===== config.mk =====
export PLATFORM = sky130hd
export DESIGN_NAME = seq_tail_light_ctrl
export DESIGN_NICKNAME = d
export VERILOG_FILES = /design/src/rtl/seq_tail_light_ctrl.sv
export SDC_FILE = /design/constraint.sdc
export NUM_CORES = 1
export LEC_CHECK = 0
export BUFFER_PORTS_ARGS = -buffer_cell sky130_fd_sc_hd__buf_2
export CORE_MARGIN = 2
export CORE_UTILIZATION = 47
export CTS_CLUSTER_DIAMETER = 60
export DETAILED_ROUTE_END_ITERATION = 12
export GPL_TIMING_DRIVEN = 0
export PLACE_DENSITY = 0.78
export REMOVE_ABC_BUFFERS = 1
export SYNTH_ARGS = -nofsm -noshare
export SYNTH_HDL_FRONTEND = slang
export SYNTH_SLANG_ARGS = --single-unit

===== constraint.sdc =====
create_clock -name clk -period 1.7 [get_ports clk]
set_input_delay 0.255 -clock clk [delete_from_list [all_inputs] [get_ports clk]]
set_output_delay 0.255 -clock clk [all_outputs]
set_load 0.01 [all_outputs]

===== src/rtl/seq_tail_light_ctrl.sv =====
// ============================================================================
// Module      : seq_tail_light_ctrl
// Description : Sequential tail-light controller. Drives LAMPS lamps per side.
//               A turn signal is shown as a progressive sweep from the inner
//               lamp to the outer lamp. Brake and hazard requests are also
//               handled, and the sweep step rate is set by a parameter.
//               All outputs are registered.
// Build macro : TAIL_LIGHT_HAZARD_EN
//               When defined, the HAZARD state is built.
//               When undefined, the hazard port is ignored, and a dual turn
//               request decodes as IDLE.
// Parameters  : LAMPS    - lamps per side (1..8); bit 0 is the innermost lamp
//               STEP_DIV - clock cycles per sweep step (>=1)
// Ports       : clk         - clock, rising edge
//               rst         - asynchronous active-high reset
//               brake       - brake pedal request
//               turn_left   - left turn request
//               turn_right  - right turn request
//               hazard      - hazard request
//               left_lamps  - left lamp drives (registered)
//               right_lamps - right lamp drives (registered)
//               active      - high while a sweep is running (registered)
// Revision    : 1.0 - initial release
// ============================================================================
`default_nettype none

module seq_tail_light_ctrl #(
   parameter int LAMPS    = 3,
   parameter int STEP_DIV = 4
) (
   input  logic             clk,
   input  logic             rst,
   input  logic             brake,
   input  logic             turn_left,
   input  logic             turn_right,
   input  logic             hazard,
   output logic [LAMPS-1:0] left_lamps,
   output logic [LAMPS-1:0] right_lamps,
   output logic             active
);

   localparam int c_PHW = $clog2(LAMPS + 1);
   localparam int c_PSW = (STEP_DIV > 1) ? $clog2(STEP_DIV) : 1;
   localparam logic [c_PHW-1:0] c_PHASE_LAST = c_PHW'(LAMPS);
   localparam logic [c_PSW-1:0] c_PRESC_LAST = c_PSW'(STEP_DIV - 1);

`ifdef TAIL_LIGHT_HAZARD_EN
   typedef enum logic [1:0] {
      ST_IDLE   = 2'd0,
      ST_LEFT   = 2'd1,
      ST_RIGHT  = 2'd2,
      ST_HAZARD = 2'd3
   } state_t;
`else
   typedef enum logic [1:0] {
      ST_IDLE   = 2'd0,
      ST_LEFT   = 2'd1,
      ST_RIGHT  = 2'd2
   } state_t;
`endif

   state_t             r_state;
   logic [c_PHW-1:0]   r_phase;
   logic [c_PSW-1:0]   r_presc;

   state_t             w_next_state;
   logic [c_PHW-1:0]   w_next_phase;
   logic [c_PSW-1:0]   w_next_presc;
   logic [LAMPS-1:0]   w_sweep;
   logic [LAMPS-1:0]   w_brake_all;
   logic [LAMPS-1:0]   w_left;
   logic [LAMPS-1:0]   w_right;

`ifndef TAIL_LIGHT_HAZARD_EN
   // The hazard pin is kept for pin compatibility only.
   logic w_hazard_unused;
   assign w_hazard_unused = hazard;
`endif

   // Mode decode. Priority order is hazard / dual turn, then left, then right.
   always_comb begin
      w_next_state = ST_IDLE;
`ifdef TAIL_LIGHT_HAZARD_EN
      if (hazard || (turn_left && turn_right))
         w_next_state = ST_HAZARD;
      else if (turn_left)
         w_next_state = ST_LEFT;
      else if (turn_right)
         w_next_state = ST_RIGHT;
`else
      if (turn_left && turn_right)
         w_next_state = ST_IDLE;
      else if (turn_left)
         w_next_state = ST_LEFT;
      else if (turn_right)
         w_next_state = ST_RIGHT;
`endif
   end

   // Phase / prescaler update.
   // Any change of mode restarts the sweep at phase 1. This includes a
   // direct switch between two turn modes. Brake has no influence here.
   always_comb begin
      w_next_phase = r_phase;
      w_next_presc = r_presc;
      if (w_next_state == ST_IDLE) begin
         w_next_phase = '0;
         w_next_presc = '0;
      end else if (w_next_state != r_state) begin
         w_next_phase = c_PHW'(1);
         w_next_presc = '0;
      end else if (r_presc == c_PRESC_LAST) begin
         w_next_presc = '0;
         w_next_phase = (r_phase == c_PHASE_LAST) ? '0 : r_phase + c_PHW'(1);
      end else begin
         w_next_presc = r_presc + c_PSW'(1);
      end
   end

   // Phase p lights lamps [p-1:0].
   // The next phase is used so that the registered lamps track the
   // counters on the same edge.
   generate
      for (genvar i = 0; i < LAMPS; i++) begin : g_sweep
         assign w_sweep[i] = (w_next_phase > c_PHW'(i));
      end
   endgenerate

   assign w_brake_all = {LAMPS{brake}};

   always_comb begin
      w_left  = w_brake_all;
      w_right = w_brake_all;
      case (w_next_state)
         ST_LEFT: begin
            w_left  = w_sweep;
            w_right = w_brake_all;
         end
         ST_RIGHT: begin
            w_left  = w_brake_all;
            w_right = w_sweep;
         end
`ifdef TAIL_LIGHT_HAZARD_EN
         ST_HAZARD: begin
            w_left  = w_sweep;
            w_right = w_sweep;
         end
`endif
         default: begin
            w_left  = w_brake_all;
            w_right = w_brake_all;
         end
      endcase
   end

   always_ff @(posedge clk or posedge rst) begin
      if (rst) begin
         r_state     <= ST_IDLE;
         r_phase     <= '0;
         r_presc     <= '0;
         left_lamps  <= '0;
         right_lamps <= '0;
         active      <= 1'b0;
      end else begin
         r_state     <= w_next_state;
         r_phase     <= w_next_phase;
         r_presc     <= w_next_presc;
         left_lamps  <= w_left;
         right_lamps <= w_right;
         active      <= (w_next_state != ST_IDLE);
      end
   end

endmodule

`default_nettype wire


==> flow_metrics.py, run 1 <==
metrics = {
    "final_layout": {
        "drive_gt1_share_pct": 26.9,
        "fill_cells": 106,
        "final_core_util_pct": 57.6,
        "finalInstanceArea_um2": 722,
        "final_nets": 80,
        "areaGrowthSynthToFinish_pct": 18.0,
        "final_common_cell": "dfrtp_1",
        "insertedDiodeCount": 0,
        "final_cell_mix": "dfrtp_1, buf_2, inv_1",
    },
    "detailed_routing": {
        "dr.pass1.iters": 2,
        "num_vias": 402,
        "wl_per_cell_um": 11.9,
        "drtAntennaViolNets": 0,
        "first_iter_violations": 3,
        "avgViaCountPerCell": 4.90,
        "wl_um": 979,
        "drc": 0,
    },
    "worst_setup_path": {
        "timing.critical_path.from_type": "flip-flop",
        "slowest_delay_ns": 0.39,
        "cp.arrival_ns": 1.60,
        "rr_endpoint": "left_lamps[2]",
        "worstPathMaxFanout": 5,
        "required_ns": 1.87,
        "r2r_start": "r_presc[0]",
        "cp-end-kind": "flip-flop",
        "rrSetupSlack_ns": 0.27,
        "critPathBufInv": 0,
        "cp_slowest_cell": "dfrtp_1",
        "worstSetupPathType": "flip-flop to flip-flop",
        "path_cells": "ha_1, mux2_4, nand4_4, o31ai_1",
        "crit_family": "flip-flops",
        "r2r_cells": 4,
    },
    "die": {
        "die_y_um": 40.1,
        "fp-row-count": 13,
        "dieArea_um2": 1610,
        "die-width_um": 40.1,
        "ios": 13,
        "start_util_pct": 48.9,
        "core_um2": 1250,
    },
    "global_routing": {
        "grt-ovfl-total": 0,
        "antenna_found_initial": 0,
        "grt_max_degree": 14,
        "grt_pass1_wl_um": 1610,
        "grt_pass1_vias": 390,
        "grt.total_usage_pct": 15.6,
    },
    "placement": {
        "hpwl_um": 770,
        "port_buffers": 11,
        "post-place-ws_ns": 0.175,
        "placed_area_um2": 686,
        "gp_congestion": 0.837,
    },
    "pwr": {
        "p_leak_nw": 0.371,
        "irDropWorstVdd_uv": 430,
        "powerDensity_nw_per_um2": 875,
    },
    "synth": {
        "syn_inst": 51,
        "synth_top_cell_area_share_pct": 53.2,
        "synth_area_um2": 612,
        "ys_seq_elements": 13,
        "synth_area_leaders": "dfrtp_1, ha_1, inv_1",
        "avgSynthCellArea_um2": 12.0,
        "synth.distinct_cells": 17,
        "yosys.area.top_type": "dfrtp_1",
        "synth.yosys.seq_area_share_pct": 53.2,
        "yosysWarningCount": 0,
    },
    "clock_network": {
        "cts_root_buf": "clkbuf_4",
        "cts_hold_buffers": 1,
        "cts.sinks": 13,
        "max-clock-path-buffers": 2,
        "post_cts_buffers": 0,
        "clk_pin_slew_worst_paths_ns": 0.08,
        "cts_max_level": 1,
        "cts_resized": 0,
        "cts-buffers-inserted": 3,
        "clock_insertion_delay_worst_skew_ns": 0.28,
        "cts_tree": "built",
    },
    "sta": {
        "setup_viol": 0,
        "max_slew.worst_pin.slew_ns": 0.479,
        "fin_ws_ns": 0.272,
        "clock_skew_ns": 0.00288,
        "rsz0062_at_grt": "false",
        "fin_crit_sh_pct": 84.0,
        "tns_ns": 0,
        "slew_viol_final": 0,
        "fin_crit_ns": 1.43,
        "slew-limit-headroom_pct": 68.0,
        "worst_hold_slack_ns": 0.245,
        "fmax_mhz": 700,
        "hold_viol": 0,
    },
    "run_status": {
        "status": "finished, final reports clean",
    },
    "hold_path": {
        "holdPathStages": 3,
        "hold_end": "right_lamps[2]",
        "min_from": "brake",
        "min_path_type": "input port to flip-flop",
    },
    "run": {
        "drv_cap": 0,
    },
}
==> cell families after synthesis <==
group | count (synthesis) | share of synthesized area [%]
AND/OR/NAND/NOR | 13 | 15.5
flip-flops | 13 | 53.2
AO/OA/AOI/OAI | 8 | 7.77
buffers and inverters | 7 | 4.30
adder cells (fa/ha/maj) | 6 | 12.3
XOR/XNOR | 2 | 2.86
multiplexers | 2 | 4.09
==> worst min-delay path: stages <==
cell     delay [ns]
buf_2          0.11
nand2_1        0.06
o31ai_1        0.06
==> per-layer routing <==
layer	global-route usage [%]	vias up	share of wire, %
li1	-	204	-
met1	19.5	187	44
met2	26.2	9	50
met3	1.67	2	2.9
met4	7.76	0	2.6
met5	0	-	0
==> sequential cells by signal, indices dropped and copies added, names as in the netlist <==
register and flops:
r_presc 2, left_lamps 3, r_phase 2, active 1
right_lamps 3, r_state 2
==> worst max path at each step <==
stage	start	end	cells after the start	slack, ns
after floorplan	r_presc[0]	left_lamps[0]	4	0.41
after global placement	turn_left	right_lamps[0]	6	0.21
after detailed placement	turn_right	left_lamps[2]	6	0.17
after CTS	r_presc[0]	right_lamps[0]	4	0.27
after global routing	r_presc[0]	right_lamps[0]	4	0.19
final	r_presc[0]	left_lamps[2]	4	0.27
==> cell usage after synthesis (all sizes together) <==
library cell / n
nor2: 2
and2b: 1
inv: 7
mux2i: 1
nor4: 1
nand2: 5
xnor2: 2
and4bb: 1
nand4: 1
mux2: 1
dfrtp: 13
ha: 6
a31oi: 2
o21ai: 4
nor3b: 2
o31ai: 2
==> stage by stage <==
step / instances / power (W)
global route: 82 / 0.000669
CTS: 82 / 0.000637
global placement: 77 / 0.000442
floorplan: 51 / 0.000414
finish: 82 / 0.000632
detailed placement: 77 / 0.000448
==> layout make-up <==
class / instances / area [µm²] / area share, %
well taps: 15 / 18.8 / 2.60
clock buffers: 4 / 26.3 / 3.64
repair buffers: 12 / 65.1 / 9.01
inverters: 7 / 26.3 / 3.64
multi-input cells: 31 / 260 / 36.0
flip-flops and latches: 13 / 325 / 45.1
==> power by group <==
group / switching [W] / internal (W) / total, W
combinational: 0.0000600 / 0.0000415 / 0.000101
sequential: 0.00000849 / 0.000332 / 0.000340
clock: 0.0000987 / 0.0000911 / 0.000190
total: 0.000167 / 0.000465 / 0.000632
Power figures use the tool's default switching activity.
==> run 2, diff against run 1 <==
--- a/config.mk
+++ b/config.mk
@@ -5,13 +5,14 @@
 export SDC_FILE = /design/constraint.sdc
 export NUM_CORES = 1
 export LEC_CHECK = 0
+export ABC_AREA = 1
 export BUFFER_PORTS_ARGS = -buffer_cell sky130_fd_sc_hd__buf_2
-export CORE_MARGIN = 2
-export CORE_UTILIZATION = 47
+export CORE_AREA = 2 2 39 41
 export CTS_CLUSTER_DIAMETER = 60
 export DETAILED_ROUTE_END_ITERATION = 12
+export DIE_AREA = 0 0 41 43
 export GPL_TIMING_DRIVEN = 0
-export PLACE_DENSITY = 0.78
+export PLACE_DENSITY = 0.76
 export REMOVE_ABC_BUFFERS = 1
 export SYNTH_ARGS = -nofsm -noshare
 export SYNTH_HDL_FRONTEND = slang
==> constraint.sdc (replaced) <==
create_clock -name clk -period 1.39 [get_ports clk]
set_input_delay 0.2085 -clock clk [delete_from_list [all_inputs] [get_ports clk]]
set_output_delay 0.2085 -clock clk [all_outputs]
set_load 0.01 [all_outputs]
==> run 2 against run 1 <==
Against the previous run: critical path depth rose by 4; non-clock buffer count up 1; clock power increased by 17%; routed wire length shrank 7.5%; sequential share of layout area grew 0.16 points; critical path type unchanged; synthesized cell count grew 27%; sequential cell count unchanged; largest cell class unchanged.
==> flow_metrics.py, run 2 <==
metrics = {
    "pwr": {
        "total_power_w": 0.000763,
        "p_clk_share_pct": 29.1,
        "netSwitchingFraction_pct": 25.8,
        "switchingPower_w": 0.000197,
        "p_leak_nw": 0.422,
        "powerDensity_nw_per_um2": 1060,
        "power_frac_comb_pct": 16.5,
        "irDropWorstVdd_uv": 487,
        "pwr-share-seq_pct": 54.4,
        "p_int_w": 0.000566,
    },
    "die": {
        "die-width_um": 41,
        "core_um2": 1380,
        "start_util_pct": 42.9,
        "dieArea_um2": 1760,
        "fp-row-count": 14,
        "ios": 13,
        "die_y_um": 43,
    },
    "sta": {
        "hold_viol": 0,
        "clock_skew_ns": 0.00648,
        "fmax_mhz": 793,
        "fin_crit_ns": 1.26,
        "setup_viol": 0,
        "fin_crit_sh_pct": 90.7,
        "max_slew.worst_pin.slew_ns": 0.485,
        "slew_viol_final": 0,
        "slew-limit-headroom_pct": 67.6,
        "rsz0062_at_grt": "false",
    },
    "synth": {
        "avgSynthCellArea_um2": 9.14,
        "ys_seq_elements": 13,
        "synth-main-ff-cell": "dfrtp_1",
        "syn_inst": 65,
        "yosysMostFrequentCell": "nand2_1",
        "synth.distinct_cells": 12,
        "yosys.area.top_type": "dfrtp_1",
        "synth.yosys.seq_area_share_pct": 54.7,
        "synth_top_cell_area_share_pct": 54.7,
        "yosysWarningCount": 0,
        "synth-edff-count": 0,
        "synthArstFlopShare_pct": 100,
        "synth_area_um2": 594,
        "synthTopCellsByCount": "nand2_1, inv_1, dfrtp_1",
        "synth_area_leaders": "dfrtp_1, ha_1, nand2_1",
    },
    "final_layout": {
        "final_core_util_pct": 52.0,
        "final_common_cell": "nand2_1",
        "reg.largest.list": "left_lamps: 3 flops, right_lamps: 3 flops",
        "insertedDiodeCount": 0,
        "final_cell_mix": "nand2_1, inv_1, dfrtp_1",
        "fill_cells": 150,
        "areaGrowthSynthToFinish_pct": 21.1,
        "drive_gt1_share_pct": 23.2,
        "final_nets": 95,
    },
    "worst_setup_path": {
        "worstPathMaxFanout": 5,
        "path_cells": "ha_2, nor2_1, a21oi_2, nand2_1, nand2_1, nand2_1, nand2_1, nand2_1",
        "slowest_delay_ns": 0.37,
        "cp-end-kind": "flip-flop",
        "required_ns": 1.54,
        "cp.arrival_ns": 1.42,
        "crit_top_cell": "nand2_1",
        "crit_family": "simple AND/OR/NAND/NOR gates",
        "cp_slowest_cell": "dfrtp_1",
        "worstSetupPathType": "flip-flop to flip-flop",
        "timing.critical_path.from_type": "flip-flop",
        "critPathBufInv": 0,
    },
    "detailed_routing": {
        "drtAntennaViolNets": 0,
        "num_vias": 443,
        "wl_per_cell_um": 9.24,
        "avgViaCountPerCell": 4.52,
        "first_iter_violations": 5,
        "wl_um": 906,
        "dr.pass1.iters": 4,
        "drc": 0,
    },
    "global_routing": {
        "grt_pass1_vias": 415,
        "grt-ovfl-total": 0,
        "antenna_found_initial": 0,
        "grt.total_usage_pct": 13.6,
        "grt_max_degree": 14,
        "grt_pass1_wl_um": 1620,
    },
    "hold_path": {
        "min_path_type": "input port to flip-flop",
    },
    "placement": {
        "port_buffers": 11,
        "hpwl_um": 716,
        "gp_congestion": 0.752,
    },
    "clock_network": {
        "max-clock-path-buffers": 2,
        "cts_root_buf": "clkbuf_4",
        "cts_max_level": 1,
        "clk_pin_slew_worst_paths_ns": 0.08,
        "cts-buffers-inserted": 3,
        "clock_insertion_delay_worst_skew_ns": 0.27,
        "cts.sinks": 13,
        "cts_tree": "built",
    },
    "run": {
        "drv_cap": 0,
    },
    "run_status": {
        "status": "finished, final reports clean",
    },
}
==> run 2: cell count changes after synthesis, sizes merged, moves of 2 or more <==
cell   previous run  this run
a21oi             0         2
a31oi             2         0
inv               7        14
nand2             5        20
nand3             0         2
nor2              2         4
nor3b             2         0
o31ai             2         0
xnor2             2         0
==> run 2: area by class of cell <==
class	instances	area (µm²)	share of cell area, %
inverters	14	52.6	7.30
repair buffers	13	72.6	10.1
flip-flops and latches	13	325	45.2
multi-input cells	38	223	31.0
well taps	16	20.0	2.78
clock buffers	4	26.3	3.65
==> run 2: cell families (layout without fill, tap and decap cells) <==
| family | count (synthesis) | count (layout) | share of synthesized area (%) |
|---|---|---|---|
| AND/OR/NAND/NOR | 27 | 27 | 18.9 |
| buffers and inverters | 14 | 31 | 8.84 |
| flip-flops | 13 | 13 | 54.7 |
| adder cells (fa/ha/maj) | 6 | 6 | 12.6 |
| AO/OA/AOI/OAI | 5 | 5 | 4.84 |
==> run 2: final timing paths <==
path	startpoint	to	slack [ns]	depth (start not counted)
worst max-delay path	r_presc[0]	left_lamps[0]	0.13	8
worst min-delay path	brake	right_lamps[1]	0.20	3
worst max register to register	r_presc[0]	left_lamps[0]	0.13	8
worst min register to register	r_presc[0]	r_presc[0]	0.46	1
max in group asynchronous	rst	left_lamps[0]	0.56	3
min in group asynchronous	rst	r_phase[0]	0.50	3
==> run 2: tightest hold or removal path, cell delays in order <==
cell and delay (ns):
buf_2 0.09, nand2_1 0.07, nand2_1 0.07
==> run 2: metrics by stage <==
| step | setup slack (ns) | std cells | area [µm²] | hold slack [ns] | setup TNS [ns] |
|---|---|---|---|---|---|
| after floorplan | 0.196 | 65 | 594 | 0.0855 | 0 |
| after global placement | 0.0116 | 92 | 669 | 0.239 | 0 |
| after detailed placement | -0.0369 | 92 | 669 | 0.254 | -0.0575 |
| after CTS | 0.0410 | 97 | 706 | 0.194 | 0 |
| after global routing | 0.00494 | 98 | 719 | 0.212 | 0 |
| final | 0.129 | 98 | 719 | 0.203 | 0 |
==> run 2: what timing repair did <==
| action | 4_1_cts | 5_1_grt |
|---|---|---|
| endpoints found under the hold margin | 13 | 0 |
| setup endpoints to repair | 0 | 3 |
| setup buffers | 0 | 1 |
| resized for setup | 0 | 2 |
| hold buffers | 1 | 0 |
==> run 2: per-layer routing <==
layer / vias up / wire (µm) / GRT usage, % / part of all wire (%)
met4: 0 / 14 / 8.00 / 1.5
met5: - / 0 / 0 / 0
met3: 2 / 67 / 3.14 / 7.4
met2: 13 / 450 / 21.3 / 50
li1: 229 / - / - / -
met1: 199 / 374 / 16.1 / 41
==> run 2: power groups by stage <==
stage / clock [W] / sequential [W] / combinational, W
2_1_floorplan: 0 / 0.000431 / 0.0000695
3_3_place_gp: 0 / 0.000422 / 0.000113
5_1_grt: 0.000248 / 0.000418 / 0.000150
4_1_cts: 0.000232 / 0.000415 / 0.000119
3_5_place_dp: 0 / 0.000423 / 0.000116
6_report: 0.000222 / 0.000415 / 0.000126
==> run 3, diff against run 2 <==
--- a/config.mk
+++ b/config.mk
@@ -5,14 +5,13 @@
 export SDC_FILE = /design/constraint.sdc
 export NUM_CORES = 1
 export LEC_CHECK = 0
-export ABC_AREA = 1
 export BUFFER_PORTS_ARGS = -buffer_cell sky130_fd_sc_hd__buf_2
-export CORE_AREA = 2 2 39 41
+export CORE_MARGIN = 2
+export CORE_UTILIZATION = 47
 export CTS_CLUSTER_DIAMETER = 60
 export DETAILED_ROUTE_END_ITERATION = 12
-export DIE_AREA = 0 0 41 43
 export GPL_TIMING_DRIVEN = 0
-export PLACE_DENSITY = 0.76
+export PLACE_DENSITY = 0.78
 export REMOVE_ABC_BUFFERS = 1
 export SYNTH_ARGS = -nofsm -noshare
 export SYNTH_HDL_FRONTEND = slang
==> run 3 against run 2 <==
Against the previous run: cell area increased by 5.2%; cell count decreased by 16%; combinational power increased by 5%; sequential share of layout area decreased by 2.2 points; critical endpoint is now left_lamps[2].
==> flow_metrics.py, run 3 (synthesized netlist as in run 1, its figures left out) <==
metrics = {
    "run_status": {
        "status": "finished, final reports clean",
    },
    "sta": {
        "setup_viol": 0,
        "max_slew.worst_pin.slew_ns": 0.486,
        "fin_crit_ns": 1.31,
        "fin_crit_sh_pct": 94.0,
        "tns_ns": 0,
        "hold_viol": 0,
        "slew-limit-headroom_pct": 67.6,
        "worst_hold_slack_ns": 0.204,
        "clock_skew_ns": 0.00339,
        "fmax_mhz": 765,
        "slew_viol_final": 0,
    },
    "die": {
        "core_um2": 1250,
        "die_y_um": 40.1,
        "die-width_um": 40.1,
        "start_util_pct": 48.9,
        "ios": 13,
        "fp-row-count": 13,
        "dieArea_um2": 1610,
    },
    "worst_setup_path": {
        "cp-end-kind": "flip-flop",
        "worstPathMaxFanout": 5,
        "cp-endpoint": "left_lamps[2]",
        "crit_path_start": "r_phase[1]",
        "timing.critical_path.from_type": "flip-flop",
        "required_ns": 1.58,
        "rr_endpoint": "left_lamps[2]",
        "rrSetupSlack_ns": 0.08,
        "r2r_cells": 4,
        "cp.arrival_ns": 1.50,
        "worstSetupPathType": "flip-flop to flip-flop",
        "r2r_start": "r_phase[1]",
    },
    "detailed_routing": {
        "num_vias": 408,
        "dr.pass1.iters": 4,
        "wl_um": 1040,
        "wl_per_cell_um": 12.6,
        "drtAntennaViolNets": 0,
        "avgViaCountPerCell": 4.98,
        "drc": 0,
        "first_iter_violations": 3,
    },
    "final_layout": {
        "final_common_cell": "dfrtp_1",
        "final_nets": 80,
        "stdcell_count": 82,
        "insertedDiodeCount": 0,
        "drive_gt1_share_pct": 32.8,
        "multi_input_area_um2": 295,
        "final_cell_mix": "dfrtp_1, buf_2, inv_1",
        "seq_area_um2": 325,
        "fill_cells": 99,
        "reg.largest.list": "left_lamps: 3 flops, right_lamps: 3 flops",
        "areaGrowthSynthToFinish_pct": 23.7,
    },
    "clock_network": {
        "cts.sinks": 13,
        "cts_max_level": 1,
        "cts_root_buf": "clkbuf_4",
        "cts-buffers-inserted": 3,
        "clk_pin_slew_worst_paths_ns": 0.07,
        "post_cts_buffers": 0,
        "cts_tree": "built",
        "clock_insertion_delay_worst_skew_ns": 0.27,
        "max-clock-path-buffers": 2,
    },
    "hold_path": {
        "min_path_type": "input port to flip-flop",
        "min_from": "brake",
    },
    "run": {
        "drv_cap": 0,
    },
    "pwr": {
        "irDropWorstVdd_uv": 521,
        "powerDensity_nw_per_um2": 1030,
        "total_power_w": 0.000781,
        "p_leak_nw": 0.370,
    },
    "global_routing": {
        "grt-ovfl-total": 0,
        "antenna_found_initial": 0,
        "grt.total_usage_pct": 15.6,
        "grt_pass1_wl_um": 1610,
        "grt_max_degree": 14,
        "grt_pass1_vias": 390,
    },
    "placement": {
        "placed_cells": 77,
        "gp_congestion": 0.837,
        "hpwl_um": 770,
        "port_buffers": 11,
    },
}
==> run 3: cell count changes in the layout (fill, tap and decap cells not counted), sizes merged, moves of 2 or more <==
cell and change:
a21oi -2, a31oi +2, nand2 -15, nor2 -2, inv -7, o31ai +2
nor3b +2, nand3 -2, xnor2 +2
==> run 3: how the worst min path moves through the flow <==
| stage | slack (ns) | depth (start not counted) | end |
|---|---|---|---|
| floorplan | 0.09 | 1 | active |
| global placement | 0.24 | 2 | right_lamps[1] |
| detailed placement | 0.25 | 2 | right_lamps[1] |
| CTS | 0.19 | 3 | right_lamps[2] |
| global route | 0.24 | 3 | right_lamps[2] |
| finish | 0.20 | 3 | right_lamps[2] |
==> run 3: worst max-delay path, cell delays in order (launching register included) <==
cell and delay [ns]:
dfrtp_1 0.43, ha_4 0.29, mux2_4 0.15, nand4_4 0.14, o31ai_2 0.21
==> run 3: cell type report <==
class | count | share of cell area, %
multi-input cells | 31 | 39.0
well taps | 15 | 2.48
clock buffers | 4 | 3.47
inverters | 7 | 3.47
flip-flops and latches | 13 | 43.0
repair buffers | 12 | 8.60
==> run 3: routing by layer <==
layer	vias to the layer above	share of wire [%]	GRT usage (%)
li1	205	-	-
met1	187	40	19.5
met2	14	52	26.2
met3	2	5.0	1.67
met4	0	2.3	7.76
met5	-	0	0
==> run 3: repair_timing <==
item,CTS,global route
gates resized for setup,1,4
gates cloned,0,0
hold endpoints to repair,13,0
endpoints found under the setup margin,4,7
pin swaps,0,2
hold buffers,1,0
==> run 3: power breakdown <==
group,switching (W),total [W],internal [W]
registers,0.0000145,0.000421,0.000406
logic,0.0000768,0.000132,0.0000554
clock network,0.000117,0.000228,0.000111
==> run 3: metrics by stage <==
step           utilization [%]  worst slack (ns)  instance area (µm²)
6_report                  60.4            0.0836                  757
2_1_floorplan                -             0.100                  612
3_3_place_gp              54.7           -0.0508                  686
4_1_cts                   57.8            0.0101                  724
5_1_grt                   60.4         -0.000277                  757
3_5_place_dp              54.7           -0.0887                  686
